<file path="src/rtl/frame_checksum.sv">
// frame_checksum
// Frame-oriented checksum engine. Beats arrive over in_valid/in_ready and are
// accumulated under one of four modes, which is latched on the first beat of each
// frame. The finished checksum and the saturating beat count are held on
// out_sum/out_len while out_valid is high, until the consumer takes them with
// out_ready.
//
// Ports:
//   clk       - clock, rising edge
//   rst       - asynchronous active-high reset
//   mode      - 0 LRC, 1 XOR, 2 Fletcher-style dual sum, 3 plain sum
//   abort     - synchronous frame discard; wins over accept and out_ready
//   in_data   - data beat (DATA_W bits)
//   in_valid  - in_data valid
//   in_last   - beat closes the frame
//   in_ready  - engine can accept a beat (IDLE / ACCUM)
//   out_sum   - checksum result, 2*DATA_W bits
//   out_len   - accepted beats in the frame, saturating at all-ones
//   out_valid - result valid (DONE)
//   out_ready - consumer takes the result
module frame_checksum #(
    parameter int DATA_W = 8,
    parameter int LEN_W  = 16
) (
    input  logic                  clk,
    input  logic                  rst,
    input  logic [1:0]            mode,
    input  logic                  abort,
    input  logic [DATA_W-1:0]     in_data,
    input  logic                  in_valid,
    input  logic                  in_last,
    output logic                  in_ready,
    output logic [2*DATA_W-1:0]   out_sum,
    output logic [LEN_W-1:0]      out_len,
    output logic                  out_valid,
    input  logic                  out_ready
);

    typedef enum logic [1:0] {
        IDLE  = 2'd0,
        ACCUM = 2'd1,
        DONE  = 2'd2
    } state_t;

    localparam logic [DATA_W-1:0] DATA_ONE = DATA_W'(1);
    localparam logic [LEN_W-1:0]  LEN_ONE  = LEN_W'(1);
    localparam logic [LEN_W-1:0]  LEN_MAX  = {LEN_W{1'b1}};

    state_t              state_reg, state_next;
    logic [DATA_W-1:0]   s1_reg, s1_next;
    logic [DATA_W-1:0]   s2_reg, s2_next;
    logic [LEN_W-1:0]    len_reg, len_next;
    logic [1:0]          mode_reg, mode_next;

    // Working values for the beat being accepted. A frame's first beat starts
    // from zero and uses the live mode input; later beats use the latched state.
    logic [1:0]          eff_mode;
    logic [DATA_W-1:0]   base_s1, base_s2, upd_s1, upd_s2;
    logic [LEN_W-1:0]    upd_len;
    logic                accept;

    always_ff @(posedge clk or posedge rst) begin
        if (rst) begin
            state_reg <= IDLE;
            s1_reg    <= '0;
            s2_reg    <= '0;
            len_reg   <= '0;
            mode_reg  <= 2'd0;
        end else begin
            state_reg <= state_next;
            s1_reg    <= s1_next;
            s2_reg    <= s2_next;
            len_reg   <= len_next;
            mode_reg  <= mode_next;
        end
    end

    assign in_ready = (state_reg != DONE);
    assign accept   = in_valid && in_ready;

    always_comb begin
        eff_mode = (state_reg == IDLE) ? mode : mode_reg;
        base_s1  = (state_reg == IDLE) ? '0 : s1_reg;
        base_s2  = (state_reg == IDLE) ? '0 : s2_reg;
        upd_s1   = base_s1 + in_data;
        upd_s2   = base_s2;
        case (eff_mode)
            2'd1:    upd_s1 = base_s1 ^ in_data;
            2'd2:    upd_s2 = base_s2 + upd_s1;
            default: ;
        endcase
        if (state_reg == IDLE) begin
            upd_len = LEN_ONE;
        end else begin
            upd_len = (len_reg == LEN_MAX) ? len_reg : len_reg + LEN_ONE;
        end
    end

    always_comb begin
        state_next = state_reg;
        s1_next    = s1_reg;
        s2_next    = s2_reg;
        len_next   = len_reg;
        mode_next  = mode_reg;
        if (abort) begin
            state_next = IDLE;
            s1_next    = '0;
            s2_next    = '0;
            len_next   = '0;
        end else begin
            case (state_reg)
                IDLE, ACCUM: begin
                    if (accept) begin
                        mode_next  = eff_mode;
                        s1_next    = upd_s1;
                        s2_next    = upd_s2;
                        len_next   = upd_len;
                        state_next = in_last ? DONE : ACCUM;
                    end
                end
                DONE: begin
                    if (out_ready) begin
                        state_next = IDLE;
                        s1_next    = '0;
                        s2_next    = '0;
                        len_next   = '0;
                    end
                end
                default: state_next = IDLE;
            endcase
        end
    end

    // Outputs are zero outside DONE so nothing half-accumulated is ever visible.
    always_comb begin
        out_valid = (state_reg == DONE);
        out_sum   = '0;
        out_len   = '0;
        if (out_valid) begin
            out_len = len_reg;
            case (mode_reg)
                2'd0:    out_sum = {{DATA_W{1'b0}}, (~s1_reg) + DATA_ONE};
                2'd2:    out_sum = {s2_reg, s1_reg};
                default: out_sum = {{DATA_W{1'b0}}, s1_reg};
            endcase
        end
    end

endmodule
</file>
<file path="config.mk">
export PLATFORM = sky130hd
export DESIGN_NAME = frame_checksum
export DESIGN_NICKNAME = d
export VERILOG_FILES = /design/src/rtl/frame_checksum.sv
export SDC_FILE = /design/constraint.sdc
export NUM_CORES = 1
export LEC_CHECK = 0
export ABC_AREA = 0
export CORE_AREA = 2 2 74 76
export CTS_CLUSTER_DIAMETER = 40
export DETAILED_ROUTE_END_ITERATION = 10
export DIE_AREA = 0 0 76 78
export PLACE_DENSITY = 0.84
export SLEW_MARGIN = 0
export SYNTH_ARGS = -nofsm -noshare
export SYNTH_HDL_FRONTEND = slang
export SYNTH_SLANG_ARGS = --single-unit
export TNS_END_PERCENT = 30
</file>
<file path="constraint.sdc">
create_clock -name clk -period 5.7 [get_ports clk]
set_input_delay 0.57 -clock clk [delete_from_list [all_inputs] [get_ports clk]]
set_output_delay 0.57 -clock clk [all_outputs]
set_load 0.005 [all_outputs]
</file>
## Word level (Yosys, flattened, before mapping)

Index checks and enable logic that the tools add are counted.

- Flip-flop bits (word level): 36
- Bits in latches: 0
- Bits in writable memories: 0
- Memory bits (read-only): 0
- Bits of input ports: 16
- Output and inout bits: 34
- Memories: 0

- Add/subtract/negate cells: 4
- Multiply operators: 0
- Div/mod/pow operators: 0
- Order comparisons: 0
- Equality and inequality tests: 10
- Shift-type cells: 0
- Muxes and demuxes: 26
- Bitwise logic cells: 3
- Reductions and logical operators: 9

Operators with widths:

| operator | number |
|---|---|
| $mux W16 | 7 |
| $mux W8 | 9 |
| $pmux W16 S2 | 2 |
| $pmux W8 S2 | 2 |
| $add A16 B1 Y16 const B | 1 |
| $add A8 B8 Y8 | 2 |
| $eq A16 B16 Y1 const B | 1 |
| $mux W2 | 5 |
| $add A8 B1 Y8 const B | 1 |
| $not A8 Y8 | 1 |
| $xor A8 B8 Y8 | 1 |
| $eq A2 B2 Y1 const B | 3 |
| $reduce_and A3 Y1 | 2 |
| $eq A2 B1 Y1 const B | 2 |
| $logic_not A2 Y1 | 2 |
| $ne A4 B4 Y1 const B | 1 |
| $pmux W2 S2 | 1 |
| $reduce_and A4 Y1 | 1 |
| $ne A3 B2 Y1 const B | 1 |
| $ne A3 B3 Y1 const B | 1 |
| $reduce_bool A3 Y1 | 1 |
| $ne A2 B2 Y1 const B | 1 |
| $reduce_and A2 Y1 | 1 |
| $reduce_or A2 Y1 | 1 |
| other kinds (2) | 2 |

## Longest topological paths before layout

Gate-level depths: netlist (run 1).

- Depth after elaboration: 8
- Depth in mapped cells: 18
- Depth with buffers taken out: 16

## Least setup slack after synthesis (run 1)

OpenSTA, ideal clock, no wires.

- Kind: flip-flop to flip-flop
- Start point: reg state_reg[0]
- End point: reg s2_reg[7]
- Arrival time: 3.384 ns
- Required time: 5.614 ns
- Slack: 2.230 ns
- Cell stages (with the launch flop): 18
- Buffers on the path: 3
- Period minus slack after synthesis: 3.470 ns
- Cell sequence: dfrtp_1 > buf_6 > or2_1 > buf_6 > clkbuf_1 > and2_1 > ha_1 > a21o_1 > a21oi_1 > nor2b_1 > o21a_1 > nor2_1 > xnor2_1 > ha_1 > a21o_1 > o21a_1 > mux2_4 > o221ai_2

- Longest elaborated chain between the ends: 8

RTL lines:

| item | RTL line | text |
|---|---|---|
| from (decl) | 49 | `state_t state_reg, state_next;` |
| from (signal assigned) | 70 | `state_reg <= state_next;` |
| $logic_not A2 Y1 | -- |  |
| $mux W8 | 83 | `base_s1 = (state_reg == IDLE) ? '0 : s1_reg;` |
| $add A8 B8 Y8 | 85 | `upd_s1 = base_s1 + in_data;` |
| $add A8 B8 Y8 | 89 | `2'd2: upd_s2 = base_s2 + upd_s1;` |
| $mux W8 | 87 | `case (eff_mode)` |
| $mux W8 | 113 | `if (accept) begin` |
| $pmux W8 S2 | 111 | `case (state_reg)` |
| $mux W8 | 105 | `if (abort) begin` |
| to (signal assigned) | 72 | `s2_reg <= s2_next;` |
| to (decl) | 51 | `logic [DATA_W-1:0] s2_reg, s2_next;` |

Several ways; a longest one is shown, not always the timed one. The select of a mux whose other input is x is not followed.
A chain may end at the register's enable or synchronous reset.

## Final worst setup path (run 1)

Ends and elaborated chain as after synthesis.

==> summary.txt, run 1 <==
Outcome
  • Status: completed

Critical path
  • Worst R2R End: s2_reg[7]$_DFFE_PP0P_
  • FF-to-FF path depth: 15
  • Cell breakdown of the critical path: nor2_1 -> nor2_1 -> ha_1 -> fa_1 -> a21o_1 -> a21oi_1 -> nor2b_1 -> o21a_1 -> nor2_1 -> xnor2_1 -> ha_1 -> a21o_1 -> o21a_1 -> mux2_4 -> o221ai_2
  • Worst path slowest cell: dfrtp_1
  • R2r startpoint: state_reg[0]$_DFFE_PP0P_
  • CP max FO: 10
  • CP startpoint: state_reg[0]$_DFFE_PP0P_
  • Critical path class: register to register
  • Flop2flop setup slack: 1980 ps
  • Crit path largest cell delay: 470 ps
  • Arr. time, crit path: 3940 ps
  • Critical path capture point: s2_reg[7]$_DFFE_PP0P_
  • CP Launch Type: register
  • Critical path required time: 5920 ps
  • Crit end category: register
  • Most common cell on crit path: nor2_1

Place
  • Port buffer count: 49
  • DP Worst Slack: 1830 ps
  • Final Wtd Congestion: 0.842
  • Dpl cell area: 3380 sq um
  • DP HPWL: 4.84 mm

Die
  • Die W: 76 microns
  • # rows: 26
  • IO Count: 50
  • DIE AREA: 5930 sq um
  • Core Footprint: 5040 sq um
  • Initial core utilization: 56.7%
  • Die Ht: 78 microns

Global route
  • Vias in the first global route: 2334
  • Grt total ovfl: 0
  • Global-route usage over all layers: 23.0%
  • Largest net degree at the start of global routing: 37
  • Initial antenna violation count: 0
  • First-pass GRT wire length: 10.9 mm

Synthesis
  • Mapped Cells: 328
  • Main combinational cell family by area after synthesis: simple AND/OR/NAND/NOR gates
  • #FFs+latches synth: 36
  • Post-Synth XOR/XNOR Area: 10.1%
  • Fraction of synthesized area in multiplexers: 2.01%
  • Asr flop ratio synth: 100%
  • Syn Area/Cell: 8.71 sq um
  • Netlist Area Pre-Place: 2860 sq um
  • Post-synth EDFFs: 0
  • Post-synthesis sequential area ratio: 31.5%
  • Synth top area cells: dfrtp_1 32%, and2_1 7.9%, ha_1 7.0%
  • Synth area leader: dfrtp_1
  • Simple-Gate Fraction of Synth Area: 28.7%
  • Most frequent cell after synthesis: nor2_1
  • Top_reg_cell synth: dfrtp_1
  • Area share of fa/ha/maj cells after synthesis: 8.41%
  • Synth cell count leaders: 38 x nor2_1, 36 x and2_1, 36 x dfrtp_1
  • Yosys cell types: 57
  • Compound-Gate Fraction of Synth Area: 15.8%
  • Top-area cell type share of the netlist area: 31.5%
  • YS warnings: 0
  • Synthesized net count: 362

Clocking
  • CTS Buf Count: 5
  • Clock sink count: 36
  • H-tree levels: 2
  • Clock Latency Late Sink: 300 ps
  • Clk buf depth: 2
  • Clock root cell: clkbuf_8
  • CTS tree: done
  • Hold_buf cts: 0
  • Post-CTS Setup Bufs: 0
  • Clk slew on worst S/H paths: 80 ps
  • Post-cts sizing count: 0

Finish
  • FF/Latch Area: 901 sq um
  • Final Cell Area: 3470 sq um
  • Layout cell share with drive strength beyond 1: 6.37%
  • Layout Nets: 410
  • Synthesis-to-layout area growth: 21.6%
  • Number of diodes: 0
  • Max reg flops: 16
  • Multi-input gate area: 1860 sq um
  • Layout fillers: 403

Timing
  • Worst hold slack: 491 ps
  • Max Clock Skew: 3.75 ps
  • Slew @ Worst Pin: 881 ps
  • Final setup violating endpoints: 0
  • RSZ-0062 raised after global routing: no
  • Setup WS post-layout: 1980 ps
  • Final Max Slew Viols: 0
  • Tcrit/Tclk final: 65.2%
  • Count of final hold-check violations: 0
  • Setup tns final: 0 ps
  • FMAX: 269 MHz
  • Rel. slew slack: 41.0%
  • Final min period: 3720 ps

Routing
  • Final ANT Viol Nets: 0
  • Met3 wire length: 228 microns
  • Metal2 WL: 3.05 mm
  • WL final: 6.49 mm
  • Vias: 2435
  • Top layer in use: met4
  • Iter 0 DRT Violations: 148
  • Initial DRT Pass Iterations: 4
  • Vias per inst: 5.45
  • DRC: 0
  • Routed len/inst: 14.5 microns
  • Met1 Wirelength: 3.10 mm

Pwr
  • Worst VDD drop: 0.157 mV
  • Leakage: 1.47 nW
  • Pwr Density: 186 nW/um^2

Hold path
  • Hold WC Path Type: register to register

Job
  • Number of max-cap violations: 0
## cells by family (layout without fill, tap and decap cells)
group / after synthesis / count (layout)
fa+ha+maj: 18 / 18
flops: 36 / 36
xor+xnor: 30 / 30
mux: 5 / 5
compound gates: 66 / 66
simple gates: 153 / 153
buf+inv: 20 / 69
## layer usage
layer | global-route usage, % | vias up
li1 | - | 1234
met1 | 30.2 | 1132
met2 | 37.6 | 58
met3 | 4.77 | 11
met4 | 9.09 | 0
met5 | 0 | -
## report_power, final
part | internal [W] | leakage (nW) | total, W | switching [W]
Clock | 0.0000853 | 0.0479 | 0.000190 | 0.000105
Sequential | 0.000271 | 0.490 | 0.000289 | 0.0000187
Combinational | 0.0000745 | 0.931 | 0.000165 | 0.0000905
Total | 0.000431 | 1.47 | 0.000644 | 0.000214
## cell usage in the layout (no fill, tap or decap), types with 2 or more instances in the layout
cell type        synthesis  final
or2_1                    2      2
o21ai_0                 21     21
nor3b_1                  2      2
clkbuf_8                 0      5
dfrtp_1                 36     36
mux2_2                   2      2
nand3_1                  9      9
nor2_1                  38     38
o31ai_1                  3      3
nor3_1                  10     10
nand4_1                  2      2
mux2i_1                  2      2
nand2_1                 27     27
xor2_1                  10     10
xnor2_1                 18     18
and2_1                  36     36
inv_1                   11     11
a31oi_1                  2      2
o21bai_1                 2      2
a21o_1                   5      5
nand2b_1                 4      4
fa_1                     2      2
and3_1                   2      2
a21oi_1                 15     15
clkdlybuf4s50_1          0     49
nor2b_1                  4      4
clkinv_2                 0      2
nand3b_1                 3      3
ha_1                    16     16
o21a_1                   4      4
a32o_1                   2      2
or3_1                    5      5
## critical path, delay by kind of cell, from the launching register on
kind	cells	cell delay (ps)
flip-flops	1	470
adder cells (fa/ha/maj)	3	970
AND/OR/NAND/NOR	4	630
multiplexers	1	270
AO/OA/AOI/OAI	6	1160
XOR/XNOR	1	140
## cell type report
| class | instances | area share (%) |
|---|---|---|
| repair buffers | 50 | 14.3 |
| clock buffers | 5 | 1.98 |
| clock inverters | 3 | 0.541 |
| well taps | 70 | 2.52 |
| flip-flops and latches | 36 | 25.9 |
| multi-input cells | 272 | 53.5 |
| inverters | 11 | 1.19 |
## per-stage QoR
step	std cells	power (W)	util [%]
4_1_cts	447	0.000648	68.9
3_5_place_dp	439	0.000459	67.1
6_report	447	0.000644	68.9
3_3_place_gp	439	0.000453	67.1
2_1_floorplan	328	0.000412	-
5_1_grt	447	0.000681	68.9
## worst min path at each step
| stage | to | startpoint | depth (start not counted) | slack [ps] |
|---|---|---|---|---|
| 2_1_floorplan | s2_reg[4]$_DFFE_PP0P_ | s2_reg[4]$_DFFE_PP0P_ | 2 | 450 |
| 3_3_place_gp | s2_reg[2]$_DFFE_PP0P_ | s2_reg[2]$_DFFE_PP0P_ | 2 | 480 |
| 4_1_cts | s2_reg[6]$_DFFE_PP0P_ | s2_reg[6]$_DFFE_PP0P_ | 2 | 500 |
| 6_report | s2_reg[6]$_DFFE_PP0P_ | s2_reg[6]$_DFFE_PP0P_ | 2 | 490 |
| 3_5_place_dp | s2_reg[6]$_DFFE_PP0P_ | s2_reg[6]$_DFFE_PP0P_ | 2 | 490 |
| 5_1_grt | s2_reg[6]$_DFFE_PP0P_ | s2_reg[6]$_DFFE_PP0P_ | 2 | 530 |
No activity file was read; power rests on OpenSTA's default activity.
==> run 2: changes to the inputs <==
Settings changed: CORE_AREA 2 2 74 76 to 2 2 76 78, DIE_AREA 0 0 76 78 to 0 0 78 80, PLACE_DENSITY 0.84 to 0.8.
Clock period 5.7 ns to 3.6 ns, I/O delays scaled along.
==> run 2 against run 1 <==
  * Sequential share of layout area fell by 0.54 points
  * Setup slack worse by 1700 ps
  * Utilization fell by 3.3 points
  * Clock power increased by 89%
  * Worst hold slack got worse by 22 ps
  * Die area rose by 5.3%
  * Largest cell class unchanged
==> summary.txt, run 2 (synthesis gave the netlist of run 1 again) <==
Timing
  • Final Max Slew Viols: 0 (unchanged)
  • Slew @ Worst Pin: 567 ps (-314 ps)
  • Tcrit/Tclk final: 93.0% (+28 points)
  • Final setup violating endpoints: 0 (unchanged)
  • Setup tns final: 0 ps (unchanged)
  • Rel. slew slack: 62.0% (+21 points)
  • Worst hold slack: 469 ps (-21.8 ps)
  • Max Clock Skew: 9.03 ps (+5.28 ps)
  • Count of final hold-check violations: 0 (unchanged)
  • RSZ-0062 raised after global routing: no
  • Final min period: 3350 ps (-371 ps)
  • FMAX: 299 MHz (+11%)

Global route
  • Largest net degree at the start of global routing: 37 (unchanged)
  • Met2 Use GR: 38.4% (+0.77 points)
  • M3 GR Usage: 4.52% (-0.24 points)
  • Vias in the first global route: 2386 (+2.2%)
  • Global-route usage over all layers: 23.1% (+0.078 points)
  • Grt total ovfl: 0 (unchanged)
  • Initial antenna violation count: 0 (unchanged)
  • Gr busiest metal: met2
  • GR Util met1: 30.5% (+0.26 points)
  • First-pass GRT wire length: 11.3 mm (+3.8%)

Finish
  • Number of diodes: 0 (unchanged)
  • Synthesis-to-layout area growth: 24.1%
  • Highest-count cells in the layout ignoring fill and taps: 49 x clkdlybuf4s50_1, 37 x nor2_1, 36 x and2_1, 36 x dfrtp_1, 27 x nand2_1
  • Layout Nets: 416 (+1.5%)
  • Layout fillers: 486 (+21%)
  • Final cell count without fillers: 455 (+1.8%)
  • FF/Latch Area: 901 sq um (unchanged)
  • Layout cell share with drive strength beyond 1: 8.09% (+1.7 points)
  • Most common cell after layout, fill and taps aside: clkdlybuf4s50_1
  • Multi-input gate area: 1860 sq um (+0.13%)
  • Max reg flops: 16 (unchanged)

Die
  • DIE AREA: 6240 sq um (+5.3%)
  • Die W: 78 microns (+2.6%)
  • # rows: 27 (+3.8%)
  • Core Footprint: 5410 sq um (+7.2%)
  • IO Count: 50 (unchanged)
  • Die Ht: 80 microns (+2.6%)
  • Initial core utilization: 52.8% (-3.8 points)

Critical path
  • Top delay family on crit path: compound AO/OA/AOI/OAI gates
  • Crit end category: register
  • Arr. time, crit path: 3570 ps (-370 ps)
  • Critical path class: register to register
  • Worst path slowest cell: dfrtp_1
  • CP Launch Type: register
  • Crit path largest cell delay: 460 ps (about the same)
  • Critical path required time: 3820 ps (-2100 ps)
  • Buffers and inverters on the worst path: 0 (unchanged)
  • CP max FO: 8 (-2)
  • Cell breakdown of the critical path: or2_1 -> and2_1 -> ha_1 -> a21o_1 -> a21oi_1 -> nor2b_1 -> o21a_1 -> nor2_1 -> xnor2_1 -> ha_1 -> a21o_1 -> o21a_1 -> mux2_4 -> o221ai_2

Clocking
  • Clock Latency Late Sink: 290 ps (about the same)
  • CTS Buf Count: 5 (unchanged)
  • Clock root cell: clkbuf_8
  • CTS tree: done
  • Clock sink count: 36 (unchanged)
  • Clk buf depth: 2 (unchanged)
  • H-tree levels: 2 (unchanged)
  • Clk slew on worst S/H paths: 80 ps (about the same)

Routing
  • WL final: 6.61 mm (+1.9%)
  • DRC: 0 (unchanged)
  • Vias: 2488 (+2.2%)
  • Iter 0 DRT Violations: 139 (-6.1%)
  • Routed len/inst: 14.5 microns (about the same)
  • Vias per inst: 5.47 (+0.38%)
  • Final ANT Viol Nets: 0 (unchanged)
  • Initial DRT Pass Iterations: 4 (unchanged)

Hold path
  • Hold WC Path Type: primary input to asynchronous set/reset pin

Place
  • Final Wtd Congestion: 0.855 (+1.5%)
  • DP HPWL: 5.03 mm (+3.8%)
  • Port buffer count: 49 (unchanged)
  • Post-Place Cells: 447 (+1.8%)

Pwr
  • Worst VDD drop: 0.190 mV (+21%)
  • Pwr Density: 308 nW/um^2 (+66%)
  • Power, Total: 0.00109 W (+69%)
  • Leakage: 1.50 nW (+2.4%)

Outcome
  • Status: completed

Job
  • Number of max-cap violations: 0 (unchanged)
## run 2: final timing paths
| kind | startpoint | to | slack [ps] | cells after the start |
|---|---|---|---|---|
| hold / removal | rst | len_reg[12]$_DFFE_PP0P_ | 470 | 3 |
| setup / recovery | state_reg[1]$_DFFE_PP0P_ | s2_reg[7]$_DFFE_PP0P_ | 250 | 14 |
| min in group clk | s2_reg[3]$_DFFE_PP0P_ | s2_reg[3]$_DFFE_PP0P_ | 500 | 2 |
| max in group asynchronous | rst | s1_reg[6]$_DFFE_PP0P_ | 2790 | 3 |
| hold reg to reg | s2_reg[3]$_DFFE_PP0P_ | s2_reg[3]$_DFFE_PP0P_ | 500 | 2 |
| setup reg to reg | state_reg[1]$_DFFE_PP0P_ | s2_reg[7]$_DFFE_PP0P_ | 250 | 14 |
## run 2: per-stage QoR
| step | util, % | worst slack, ps | area (sq um) |
|---|---|---|---|
| 2_1_floorplan | - | 130 | 2860 |
| 3_3_place_gp | 63.5 | 211 | 3430 |
| 3_5_place_dp | 63.5 | 109 | 3430 |
| 4_1_cts | 65.6 | 253 | 3540 |
| 5_1_grt | 65.6 | 16.0 | 3550 |
| 6_report | 65.6 | 253 | 3550 |
## run 2: worst register-to-register path, cell delays in order, from the launching register on
cell,delay (ps)
dfrtp_1,460
or2_1,310
and2_1,180
ha_1,350
a21o_1,200
a21oi_1,180
nor2b_1,80
o21a_1,170
nor2_1,110
xnor2_1,140
ha_1,290
a21o_1,220
o21a_1,170
mux2_4,270
o221ai_2,140
## run 2: what timing repair did
item                                    in CTS  in global routing
endpoints found under the setup margin       0                  1
gates resized for setup                      0                  1
buffers inserted                             0                  0
hold buffers                                 0                  0
## run 2: final cells by class
class,count,share of cell area (%)
clock buffers,5,1.94
clock inverters,3,1.20
inverters,11,1.16
multi-input cells,272,52.4
flip-flops and latches,36,25.4
well taps,72,2.54
repair buffers,56,15.3
## run 2: report_power, final
part	internal [W]	switching [W]	leakage (nW)
Sequential	0.000429	0.0000284	0.490
Combinational	0.000125	0.000149	0.959
Clock	0.000205	0.000154	0.0541
Total	0.000759	0.000332	1.50
## run 2: metal layers
layer	share of wire, %	up-vias	wire [microns]
li1	-	1238	-
met1	46	1175	3050
met2	47	66	3140
met3	5.1	9	336
met4	1.2	0	82
met5	0	-	0
